==> config.mk <==
export PLATFORM = sky130hd
export DESIGN_NAME = pipe_hazard_ctrl_flat
export DESIGN_NICKNAME = d
export VERILOG_FILES = /design/src/rtl/pipe_hazard_ctrl_pkg.sv /design/src/rtl/pipe_hazard_ctrl_if.sv /design/src/rtl/pipe_hazard_ctrl_hazard_detect.sv /design/src/rtl/pipe_hazard_ctrl.sv /design/src/flat_wrapper.sv
export SDC_FILE = /design/constraint.sdc
export NUM_CORES = 1
export LEC_CHECK = 0
export CORE_MARGIN = 2
export CORE_UTILIZATION = 33
export DETAILED_ROUTE_END_ITERATION = 16
export PLACE_DENSITY = 0.81
export SLEW_MARGIN = 20
export SYNTH_ARGS = -nofsm -noshare
export SYNTH_HDL_FRONTEND = slang
export SYNTH_SLANG_ARGS = --single-unit
export TNS_END_PERCENT = 1
==> constraint.sdc <==
create_clock -name clk -period 2.12 [get_ports clk]
set_input_delay 0.424 -clock clk [delete_from_list [all_inputs] [get_ports clk]]
set_output_delay 0.424 -clock clk [all_outputs]
set_load 0.03 [all_outputs]
==> src/rtl/pipe_hazard_ctrl_pkg.sv <==
// pipe_ctrl_pkg: shared FSM state encodings and register-address constants for pipe_hazard_ctrl.
package pipe_ctrl_pkg;
  typedef enum logic [1:0] {RUN = 2'd0, DRAIN = 2'd1, INJECT = 2'd2} state_t;
  localparam logic [3:0] REG_ZERO = 4'h0;
  localparam logic [3:0] REG_LINK = 4'hF;
endpackage

==> src/rtl/pipe_hazard_ctrl_if.sv <==
// pipe_hazard_ctrl_if: pipeline-to-hazard-controller bundle.
// Hazard sources: ex_mem_re, ex_we, ex_dst_addr, id_p*_addr/used, branch_taken, mem_busy, ex_send, tx_full, irq_req.
// Controls: pc_hold, stall_*, flush_*, ex_mem_bubble, store_current, irq_ack. master = pipeline, slave = controller.
interface pipe_hazard_ctrl_if;
  logic       ex_mem_re;
  logic       ex_we;
  logic [3:0] ex_dst_addr;
  logic [3:0] id_p0_addr;
  logic [3:0] id_p1_addr;
  logic       id_p0_used;
  logic       id_p1_used;
  logic       branch_taken;
  logic       mem_busy;
  logic       ex_send;
  logic       tx_full;
  logic       irq_req;
  logic       pc_hold;
  logic       stall_if_id;
  logic       stall_id_ex;
  logic       stall_ex_mem;
  logic       flush_if_id;
  logic       flush_id_ex;
  logic       ex_mem_bubble;
  logic       store_current;
  logic       irq_ack;
  modport master (
    output ex_mem_re, ex_we, ex_dst_addr, id_p0_addr, id_p1_addr, id_p0_used, id_p1_used,
           branch_taken, mem_busy, ex_send, tx_full, irq_req,
    input  pc_hold, stall_if_id, stall_id_ex, stall_ex_mem, flush_if_id, flush_id_ex,
           ex_mem_bubble, store_current, irq_ack
  );
  modport slave (
    input  ex_mem_re, ex_we, ex_dst_addr, id_p0_addr, id_p1_addr, id_p0_used, id_p1_used,
           branch_taken, mem_busy, ex_send, tx_full, irq_req,
    output pc_hold, stall_if_id, stall_id_ex, stall_ex_mem, flush_if_id, flush_id_ex,
           ex_mem_bubble, store_current, irq_ack
  );
endinterface

==> src/rtl/pipe_hazard_ctrl_hazard_detect.sv <==
// hazard_detect: combinational load-use and SPART transmit-wait detection.
// Inputs: ID/EX load/write/destination, decode sources and usage, ex_send, tx_full. Outputs: load_use, tx_wait.
module hazard_detect
  import pipe_ctrl_pkg::*;
(
  input  logic       ex_mem_re,
  input  logic       ex_we,
  input  logic [3:0] ex_dst_addr,
  input  logic [3:0] id_p0_addr,
  input  logic [3:0] id_p1_addr,
  input  logic       id_p0_used,
  input  logic       id_p1_used,
  input  logic       ex_send,
  input  logic       tx_full,
  output logic       load_use,
  output logic       tx_wait
);
  // R0 reads as zero, so a load targeting it never feeds a consumer
  assign load_use = ex_mem_re & ex_we & (ex_dst_addr != REG_ZERO) &
                    ((id_p0_used & (id_p0_addr == ex_dst_addr)) |
                     (id_p1_used & (id_p1_addr == ex_dst_addr)));
  assign tx_wait  = ex_send & tx_full;
endmodule

==> src/rtl/pipe_hazard_ctrl.sv <==
// pipe_hazard_ctrl: stall/flush/interrupt-injection sequencer for the 5-stage pipeline.
// Ports: clk, rst (sync, active-low), bus (pipe_hazard_ctrl_if.slave), state_o (debug FSM state),
// stall_cnt/flush_cnt (performance counters, present only with PIPE_PERF_CNT_EN defined, else tied to 0).
module pipe_hazard_ctrl
  import pipe_ctrl_pkg::*;
#(
  parameter int DRAIN_CYCLES = 2,
  parameter int CNT_W        = 16
) (
  input  logic                clk,
  input  logic                rst,
  pipe_hazard_ctrl_if.slave   bus,
  output logic [1:0]          state_o,
  output logic [CNT_W-1:0]    stall_cnt,
  output logic [CNT_W-1:0]    flush_cnt
);
  localparam logic [2:0] LAST = 3'(DRAIN_CYCLES - 1);
  state_t     state_q, state_d;
  logic [2:0] cnt_q, cnt_d;
  logic       ack_q, ack_d;
  logic       load_use, tx_wait;
  logic       ph, sif, sie, sem, fif, fie, bub, sc, ack;
  hazard_detect u_hd (
    .ex_mem_re   (bus.ex_mem_re),
    .ex_we       (bus.ex_we),
    .ex_dst_addr (bus.ex_dst_addr),
    .id_p0_addr  (bus.id_p0_addr),
    .id_p1_addr  (bus.id_p1_addr),
    .id_p0_used  (bus.id_p0_used),
    .id_p1_used  (bus.id_p1_used),
    .ex_send     (bus.ex_send),
    .tx_full     (bus.tx_full),
    .load_use    (load_use),
    .tx_wait     (tx_wait)
  );
  always_comb begin
    state_d = state_q;
    cnt_d   = cnt_q;
    {ph, sif, sie, sem, fif, fie, bub, sc, ack} = '0;
    if (bus.mem_busy) begin
      {ph, sif, sie, sem} = '1;
    end else if (tx_wait) begin
      {ph, sif, sie, bub} = '1;
    end else if (bus.branch_taken) begin
      // an interrupt in flight restarts draining so the saved PC is the branch target
      {fif, fie} = '1;
      if (state_q != RUN) begin
        state_d = DRAIN;
        cnt_d   = '0;
      end
    end else if (load_use) begin
      {ph, sif, fie} = '1;
    end else if (state_q == RUN) begin
      // ack_q blocks re-acceptance in the cycle right after an acknowledge
      if (bus.irq_req && !ack_q) begin
        {ph, fif} = '1;
        state_d   = DRAIN;
        cnt_d     = '0;
      end
    end else if (state_q == DRAIN) begin
      if (!bus.irq_req) begin
        state_d = RUN;
      end else begin
        {ph, fif} = '1;
        state_d   = (cnt_q == LAST) ? INJECT : DRAIN;
        cnt_d     = (cnt_q == LAST) ? cnt_q : cnt_q + 3'd1;
      end
    end else if (state_q == INJECT) begin
      {sc, ack} = '1;
      state_d   = RUN;
    end else begin
      state_d = RUN;
    end
    ack_d = ack;
    if (!rst) {ph, sif, sie, sem, fif, fie, bub, sc, ack} = '0;
  end
  always_ff @(posedge clk) begin
    if (!rst) begin
      state_q <= RUN;
      cnt_q   <= '0;
      ack_q   <= 1'b0;
    end else begin
      state_q <= state_d;
      cnt_q   <= cnt_d;
      ack_q   <= ack_d;
    end
  end
  assign bus.pc_hold       = ph;
  assign bus.stall_if_id   = sif;
  assign bus.stall_id_ex   = sie;
  assign bus.stall_ex_mem  = sem;
  assign bus.flush_if_id   = fif;
  assign bus.flush_id_ex   = fie;
  assign bus.ex_mem_bubble = bub;
  assign bus.store_current = sc;
  assign bus.irq_ack       = ack;
  assign state_o           = rst ? state_q : RUN;
`ifdef PIPE_PERF_CNT_EN
  logic [CNT_W-1:0] stall_cnt_q, stall_cnt_d, flush_cnt_q, flush_cnt_d;
  always_comb begin
    stall_cnt_d = stall_cnt_q + CNT_W'(ph & ~&stall_cnt_q);
    flush_cnt_d = flush_cnt_q + CNT_W'(fie & ~&flush_cnt_q);
  end
  always_ff @(posedge clk) begin
    if (!rst) begin
      stall_cnt_q <= '0;
      flush_cnt_q <= '0;
    end else begin
      stall_cnt_q <= stall_cnt_d;
      flush_cnt_q <= flush_cnt_d;
    end
  end
  assign stall_cnt = rst ? stall_cnt_q : '0;
  assign flush_cnt = rst ? flush_cnt_q : '0;
`else
  assign stall_cnt = '0;
  assign flush_cnt = '0;
`endif
endmodule

==> src/flat_wrapper.sv <==
// flat-port wrapper written by rule: the top's interface ports become plain ports
module pipe_hazard_ctrl_flat import pipe_ctrl_pkg::*;
#(
  parameter int DRAIN_CYCLES = 2,
  parameter int CNT_W        = 16
)
  (clk, rst, state_o, stall_cnt, flush_cnt, bus_ex_mem_re, bus_ex_we, bus_ex_dst_addr, bus_id_p0_addr, bus_id_p1_addr, bus_id_p0_used, bus_id_p1_used, bus_branch_taken, bus_mem_busy, bus_ex_send, bus_tx_full, bus_irq_req, bus_pc_hold, bus_stall_if_id, bus_stall_id_ex, bus_stall_ex_mem, bus_flush_if_id, bus_flush_id_ex, bus_ex_mem_bubble, bus_store_current, bus_irq_ack);
  pipe_hazard_ctrl_if bus_i ();
  input  logic clk;
  input  logic rst;
  output logic [1:0] state_o;
  output logic [CNT_W-1:0] stall_cnt;
  output logic [CNT_W-1:0] flush_cnt;
  input wire logic [$bits(bus_i.ex_mem_re)-1:0] bus_ex_mem_re;
  input wire logic [$bits(bus_i.ex_we)-1:0] bus_ex_we;
  input wire logic [$bits(bus_i.ex_dst_addr)-1:0] bus_ex_dst_addr;
  input wire logic [$bits(bus_i.id_p0_addr)-1:0] bus_id_p0_addr;
  input wire logic [$bits(bus_i.id_p1_addr)-1:0] bus_id_p1_addr;
  input wire logic [$bits(bus_i.id_p0_used)-1:0] bus_id_p0_used;
  input wire logic [$bits(bus_i.id_p1_used)-1:0] bus_id_p1_used;
  input wire logic [$bits(bus_i.branch_taken)-1:0] bus_branch_taken;
  input wire logic [$bits(bus_i.mem_busy)-1:0] bus_mem_busy;
  input wire logic [$bits(bus_i.ex_send)-1:0] bus_ex_send;
  input wire logic [$bits(bus_i.tx_full)-1:0] bus_tx_full;
  input wire logic [$bits(bus_i.irq_req)-1:0] bus_irq_req;
  output wire logic [$bits(bus_i.pc_hold)-1:0] bus_pc_hold;
  output wire logic [$bits(bus_i.stall_if_id)-1:0] bus_stall_if_id;
  output wire logic [$bits(bus_i.stall_id_ex)-1:0] bus_stall_id_ex;
  output wire logic [$bits(bus_i.stall_ex_mem)-1:0] bus_stall_ex_mem;
  output wire logic [$bits(bus_i.flush_if_id)-1:0] bus_flush_if_id;
  output wire logic [$bits(bus_i.flush_id_ex)-1:0] bus_flush_id_ex;
  output wire logic [$bits(bus_i.ex_mem_bubble)-1:0] bus_ex_mem_bubble;
  output wire logic [$bits(bus_i.store_current)-1:0] bus_store_current;
  output wire logic [$bits(bus_i.irq_ack)-1:0] bus_irq_ack;
  assign bus_i.ex_mem_re = bus_ex_mem_re;
  assign bus_i.ex_we = bus_ex_we;
  assign bus_i.ex_dst_addr = bus_ex_dst_addr;
  assign bus_i.id_p0_addr = bus_id_p0_addr;
  assign bus_i.id_p1_addr = bus_id_p1_addr;
  assign bus_i.id_p0_used = bus_id_p0_used;
  assign bus_i.id_p1_used = bus_id_p1_used;
  assign bus_i.branch_taken = bus_branch_taken;
  assign bus_i.mem_busy = bus_mem_busy;
  assign bus_i.ex_send = bus_ex_send;
  assign bus_i.tx_full = bus_tx_full;
  assign bus_i.irq_req = bus_irq_req;
  assign bus_pc_hold = bus_i.pc_hold;
  assign bus_stall_if_id = bus_i.stall_if_id;
  assign bus_stall_id_ex = bus_i.stall_id_ex;
  assign bus_stall_ex_mem = bus_i.stall_ex_mem;
  assign bus_flush_if_id = bus_i.flush_if_id;
  assign bus_flush_id_ex = bus_i.flush_id_ex;
  assign bus_ex_mem_bubble = bus_i.ex_mem_bubble;
  assign bus_store_current = bus_i.store_current;
  assign bus_irq_ack = bus_i.irq_ack;
  pipe_hazard_ctrl #(.DRAIN_CYCLES(DRAIN_CYCLES), .CNT_W(CNT_W)) u_core (.clk(clk), .rst(rst), .bus(bus_i), .state_o(state_o), .stall_cnt(stall_cnt), .flush_cnt(flush_cnt));
endmodule
* After elaboration in Yosys (flattened, before gate mapping) *
Index checks and enable logic that the tools add are counted.

storage, ports and cells
  input port bits = 23
  output and inout port bits = 43
  register bits = 6

cells by class
  equality and inequality tests = 9
  muxes and demuxes = 55
  bitwise gates (word level) = 9
  reduce and logical (&&, ||, !) cells = 9
  add/subtract/negate cells = 1

operator list
  cell                   count
  $mux W1                38
  $mux W3                8
  $mux W2                9
  $eq A4 B4 Y1           2
  $reduce_and A8 Y1      1
  $and A1 B1 Y1          6
  $reduce_bool A3 Y1     2
  $reduce_and A5 Y1      1
  $reduce_bool A4 Y1     1
  $add A3 B1 Y3 const B  1
  $eq A3 B1 Y1 const B   1
  $ne A3 B2 Y1 const B   1
  $ne A3 B3 Y1 const B   1
  $eq A2 B1 Y1 const B   1
  $eq A2 B2 Y1 const B   1
  $logic_not A2 Y1       1
  $ne A2 B1 Y1 const B   1
  $ne A2 B2 Y1 const B   1
  $not A1 Y1             2
  $reduce_bool A2 Y1     1
  $logic_and A1 B1 Y1    1
  $logic_not A1 Y1       1
  $or A1 B1 Y1           1

* Depth between registers and ports, before layout *
  word-level depth = 9
  depth in mapped cells = 8
  mapped depth without buffers = 8

* Cells and area by module *
A second synthesis with hierarchy kept.

unflattened totals
  cell total of the unflattened synthesis = 102
  area, all modules = 793.3 um^2

by module, submodules not included
  module            cells an instance  instances  seq. area each (um^2)  area an instance (um^2)
  pipe_hazard_ctrl  86                 1          120.1                  679.4
  hazard_detect     16                 1          0.0                    113.9

* Worst setup path after synthesis *
No wires, ideal clock.

  kind = in2out
  start point = input port bus_ex_dst_addr[0]
  end point = output port bus_store_current
  arrival time = 2,421 ps
  stages on the path = 6
  path slack = -725 ps
  path through = nor4_2 > nor2_1 > nand4_2 > nand2_2 > nor4_1 > buf_4

on the way
  cells in the longest elaborated chain, start to end = 9
  elaborated cells between the ends (all ways) = 13
  classes of those cells = eq/ne (2); mux (5); bitwise (5); reduce/logical (1)

ends and longest elaborated chain
  what                                     line                                                                        text
  start, declared                          flat_wrapper.sv:16                                                          input wire logic [$bits(bus_i.ex_dst_addr)-1:0] bus_ex_dst_addr;
  $eq A4 B4 Y1, on equally long branches   pipe_hazard_ctrl_hazard_detect.sv:20, pipe_hazard_ctrl_hazard_detect.sv:21
  $and A1 B1 Y1, on equally long branches  pipe_hazard_ctrl_hazard_detect.sv:20, pipe_hazard_ctrl_hazard_detect.sv:21
  $or A1 B1 Y1                             pipe_hazard_ctrl_hazard_detect.sv:20                                        ((id_p0_used & (id_p0_addr == ex_dst_addr)) |
  $and A1 B1 Y1 *                          pipe_hazard_ctrl_hazard_detect.sv:19                                        assign load_use = ex_mem_re & ex_we & (ex_dst_addr != REG_ZERO) &
  $mux W1 * (5 in a row)                   n/a
  end, declared                            flat_wrapper.sv:33                                                          output wire logic [$bits(bus_i.store_current)-1:0] bus_store_current;

Mark *: on every way between the ends. The rest lies on a longest branch, timed or not.

* Final worst setup path *
  start point = input port bus_ex_dst_addr[0]
  end point = output port bus_irq_ack

on the way
  cells in the longest elaborated chain, start to end = 9
  elaborated cells between the ends (all ways) = 13
  classes of those cells = eq/ne (2); mux (5); bitwise (5); reduce/logical (1)

ends and longest elaborated chain
  what                                     line                                                                        text
  $eq A4 B4 Y1, on equally long branches   pipe_hazard_ctrl_hazard_detect.sv:20, pipe_hazard_ctrl_hazard_detect.sv:21
  $and A1 B1 Y1, on equally long branches  pipe_hazard_ctrl_hazard_detect.sv:20, pipe_hazard_ctrl_hazard_detect.sv:21
  $or A1 B1 Y1                             pipe_hazard_ctrl_hazard_detect.sv:20
  $and A1 B1 Y1 *                          pipe_hazard_ctrl_hazard_detect.sv:19
  $mux W1 *                                pipe_hazard_ctrl.sv:51                                                      end else if (load_use) begin
  $mux W1 *                                pipe_hazard_ctrl.sv:44                                                      end else if (bus.branch_taken) begin
  $mux W1 *                                pipe_hazard_ctrl.sv:42                                                      end else if (tx_wait) begin
  $mux W1 *                                pipe_hazard_ctrl.sv:40                                                      if (bus.mem_busy) begin
  $mux W1 *                                n/a
  end, declared                            flat_wrapper.sv:34                                                          output wire logic [$bits(bus_i.irq_ack)-1:0] bus_irq_ack;

Marked as above.

==> results.sh <==
export IMPL_clock_sinks=6
export IMPL_cts_path_max_buffers=2
export IMPL_path_class="in2out"
export IMPL_drt_iter0_markers=8
export IMPL_route_detailed_wl_per_inst_um=12.6
export IMPL_ys_ff_latch=6
export IMPL_worstPathBufferInverterCount=3
export IMPL_worst_endpoint_required_ns=1.70
export IMPL_nNetsFinal=188
export IMPL_dp_hpwl_um=1710
export IMPL_io_pins=66
export IMPL_largest_cells_by_area_after_synthesis="buf_4 (30%), dfxtp_1 (15%), xor2_1 (6.3%), nand2b_1 (5.3%), nand2_1 (4.5%)"
export IMPL_p_int_mw=0.262
export IMPL_via_count=853
export IMPL_finalSetupViolCount=4
export IMPL_post_route_drc_count=0
export IMPL_rsz0062_at_grt="true"
export IMPL_share_comb_of_total_power=0.522
export IMPL_die_height_um=54.1
export IMPL_syn_area_per_cell_um2=7.46
export IMPL_cell_taking_the_most_area_after_synthesis="buf_4"
export IMPL_tritoncts_clock_tree="built"
export IMPL_drv_slew=0
export IMPL_max_freq_mhz=467
export IMPL_drv_max_cap_violation_count=0
export IMPL_clockRootBuffer="clkbuf_4"
export IMPL_layout_min_cycle_time_ns=2.14
export IMPL_fin_ws_ns=-0.0222
export IMPL_die_width_um=54.1
export IMPL_synth_area_um2=828
export IMPL_power_net_switching_mw=0.205
export IMPL_globalRouteOverflowTotal=0
export IMPL_timing_final_hold_violations=0
export IMPL_drt_pass1_iter_count=4
export IMPL_power_density_nw_per_um2=358
export IMPL_totalWireLength_um=2410
export IMPL_viasPerCell=4.47
export IMPL_path_clk_slew_ns=0.04
export IMPL_status="finished with violations"
export IMPL_number_of_buffers_inserted_during_clock_tree_synthesis=3
export IMPL_globalplace_congestion=0.797
export IMPL_slowest_stage="nor4_4"
export IMPL_switching_fraction_of_total_power=0.439
export IMPL_detail_route_antenna_nets=0
export IMPL_worst_hold_path_type="reg2reg"
export IMPL_antennaDiodeCount=0
export IMPL_initial_antenna_violation_count=0
export IMPL_failed_checks="negative setup slack"
export IMPL_grt_first_pass_wirelength_um=3310
export IMPL_fin_worst_skew_ns=0.00460
export IMPL_design_die_area_um2=2930
export IMPL_clk_latency_ns=0.25
export IMPL_crit_path_dat_ns=1.72
export IMPL_clock_tree_htree_level_count=1
export IMPL_crit_family="simple AND/OR/NAND/NOR gates"
export IMPL_dpl_instance_area_um2=1130
export IMPL_pin_count_of_the_biggest_net_entering_global_routing=9
export IMPL_final_instance_count_excl_fill=191
export IMPL_num_rows=18
export IMPL_critPathLaunchType="input pin"
export IMPL_ctsHoldBuffers=0
export IMPL_via_count_of_the_first_global_routing_pass=782
export IMPL_power_leakage_nw=0.639
export IMPL_timing_hold_ws_ns=0.497
export IMPL_fin_setup_tns_ns=-0.0515
export IMPL_synthesis_warnings=0
export IMPL_post_synth_top_area_fraction=0.299
export IMPL_most_common_layout_cells="conb_1 (32), buf_4 (25), nand2_1 (10)"
export IMPL_synth_lib_cells_used_distinct=33
export IMPL_core_area_um2=2430
export IMPL_max_stage_delay_on_crit_path_ns=0.32
export IMPL_end_kind="primary output"
export IMPL_peakVddDrop_v=0.000269
export IMPL_final_core_utilization=0.536
export IMPL_power_sequential_fraction=0.251
export IMPL_io_buffers=33
export IMPL_seq_area_frac_synth=0.145
export IMPL_final_layout_size_suffix_gt1_frac=0.348
export IMPL_worst_path_max_fanout=5
export IMPL_cp_cell_sequence="buf_8 -> nor4_4 -> nor2_4 -> nand4_4 -> nand2_4 -> buf_4 -> nor4_4 -> buf_4"
export IMPL_clkPwrFrac=0.227
export IMPL_layout_commonest_cell="conb_1"
export IMPL_area_growth_synth_to_final_pct=57.4
export IMPL_final_design_area_no_fill_um2=1300
export IMPL_floorplan_initialDensity=0.341
export IMPL_placed_cells_incl_taps=181
export IMPL_grtUsageTotal=0.161
export IMPL_fin_crit_sh=1.01
export IMPL_synth_cells=111
==> through the flow <==
step / power [mW] / setup slack (ns)
4_1_cts: 0.448 / 0.000974
5_1_grt: 0.500 / -0.0907
3_3_place_gp: 0.335 / -0.367
6_report: 0.466 / -0.0222
2_1_floorplan: 0.303 / -0.0853
3_5_place_dp: 0.338 / -0.437
==> kinds of logic (layout without fill, tap and decap cells) <==
| group | count (synthesis) | in the layout | synth area share |
|---|---|---|---|
| other | 1 | 32 | 0.00453 |
| AO/OA/AOI/OAI | 14 | 14 | 0.119 |
| buffers and inverters | 39 | 58 | 0.326 |
| multiplexers | 2 | 2 | 0.0257 |
| AND/OR/NAND/NOR | 39 | 39 | 0.264 |
| XOR/XNOR | 8 | 8 | 0.0846 |
| flip-flops | 6 | 6 | 0.145 |
| adder cells (fa/ha/maj) | 2 | 2 | 0.0302 |
==> registers in the layout (all words and copies together) (netlist names) <==
register	count
u_core.cnt_q	3
u_core.ack_q	1
u_core.state_q	2
==> tightest hold or removal path: cells and delay by family, from the launching register on <==
family / cells / cell delay (ns)
flip-flops: 1 / 0.31
AO/OA/AOI/OAI: 1 / 0.07
AND/OR/NAND/NOR: 1 / 0.06
==> cells in the mapped netlist, drive strengths merged <==
| master | n |
|---|---|
| buf | 33 |
| nand2 | 11 |
| nor2 | 8 |
| nand2b | 7 |
| dfxtp | 6 |
| xor2 | 6 |
| inv | 5 |
| o21ai | 4 |
| a21oi | 3 |
| nor3 | 3 |
| nor4 | 3 |
| and2 | 2 |
| ha | 2 |
| nand4 | 2 |
| o22ai | 2 |
| xnor2 | 2 |
| a21o | 1 |
| a221oi | 1 |
| a31o | 1 |
| clkbuf | 1 |
| conb | 1 |
| mux2 | 1 |
| mux2i | 1 |
| nand3 | 1 |
| nor3b | 1 |
| o211ai | 1 |
| o41ai | 1 |
| or4 | 1 |
==> power by group through the flow <==
stage / Sequential (mW) / Clock, mW / Combinational (mW)
after floorplan: 0.119 / 0 / 0.184
after global placement: 0.119 / 0 / 0.216
after detailed placement: 0.119 / 0 / 0.219
after CTS: 0.117 / 0.107 / 0.224
after global routing: 0.117 / 0.124 / 0.259
final: 0.117 / 0.106 / 0.244
==> per-layer routing <==
metal | vias to the layer above | GRT usage | routed length (µm)
met1 | 393 | 0.137 | 824
li1 | 405 | - | -
met5 | - | 0 | 0
met2 | 47 | 0.323 | 1360
met3 | 8 | 0.0639 | 161
met4 | 0 | 0.0667 | 67
==> area by class of cell <==
type                            count  area (µm²)
Sequential cell                     6         120
Clock buffer                        3        22.5
Multi-Input combinational cell     97         676
Timing Repair Buffer               50         429
Inverter                            5        18.8
Fill cell                         219        1130
Tap cell                           30        37.5
==> path summary, 6_finish.rpt <==
kind	slack, ns	startpoint	end	cells past startpoint
worst min register to register	0.50	u_core.cnt_q[2]	u_core.cnt_q[2]	2
worst max register to register	0.37	u_core.cnt_q[1]	u_core.cnt_q[2]	8
worst min-delay path	0.50	u_core.cnt_q[2]	u_core.cnt_q[2]	2
worst max-delay path	-0.02	bus_ex_dst_addr[0]	bus_irq_ack	8
==> timing repair <==
action | CTS | global route
gates resized for setup | 43 | 15
pin swaps | 12 | 10
setup buffers | 3 | 4
setup endpoints to repair | 6 | 6
No activity file was read; power rests on OpenSTA's default activity.
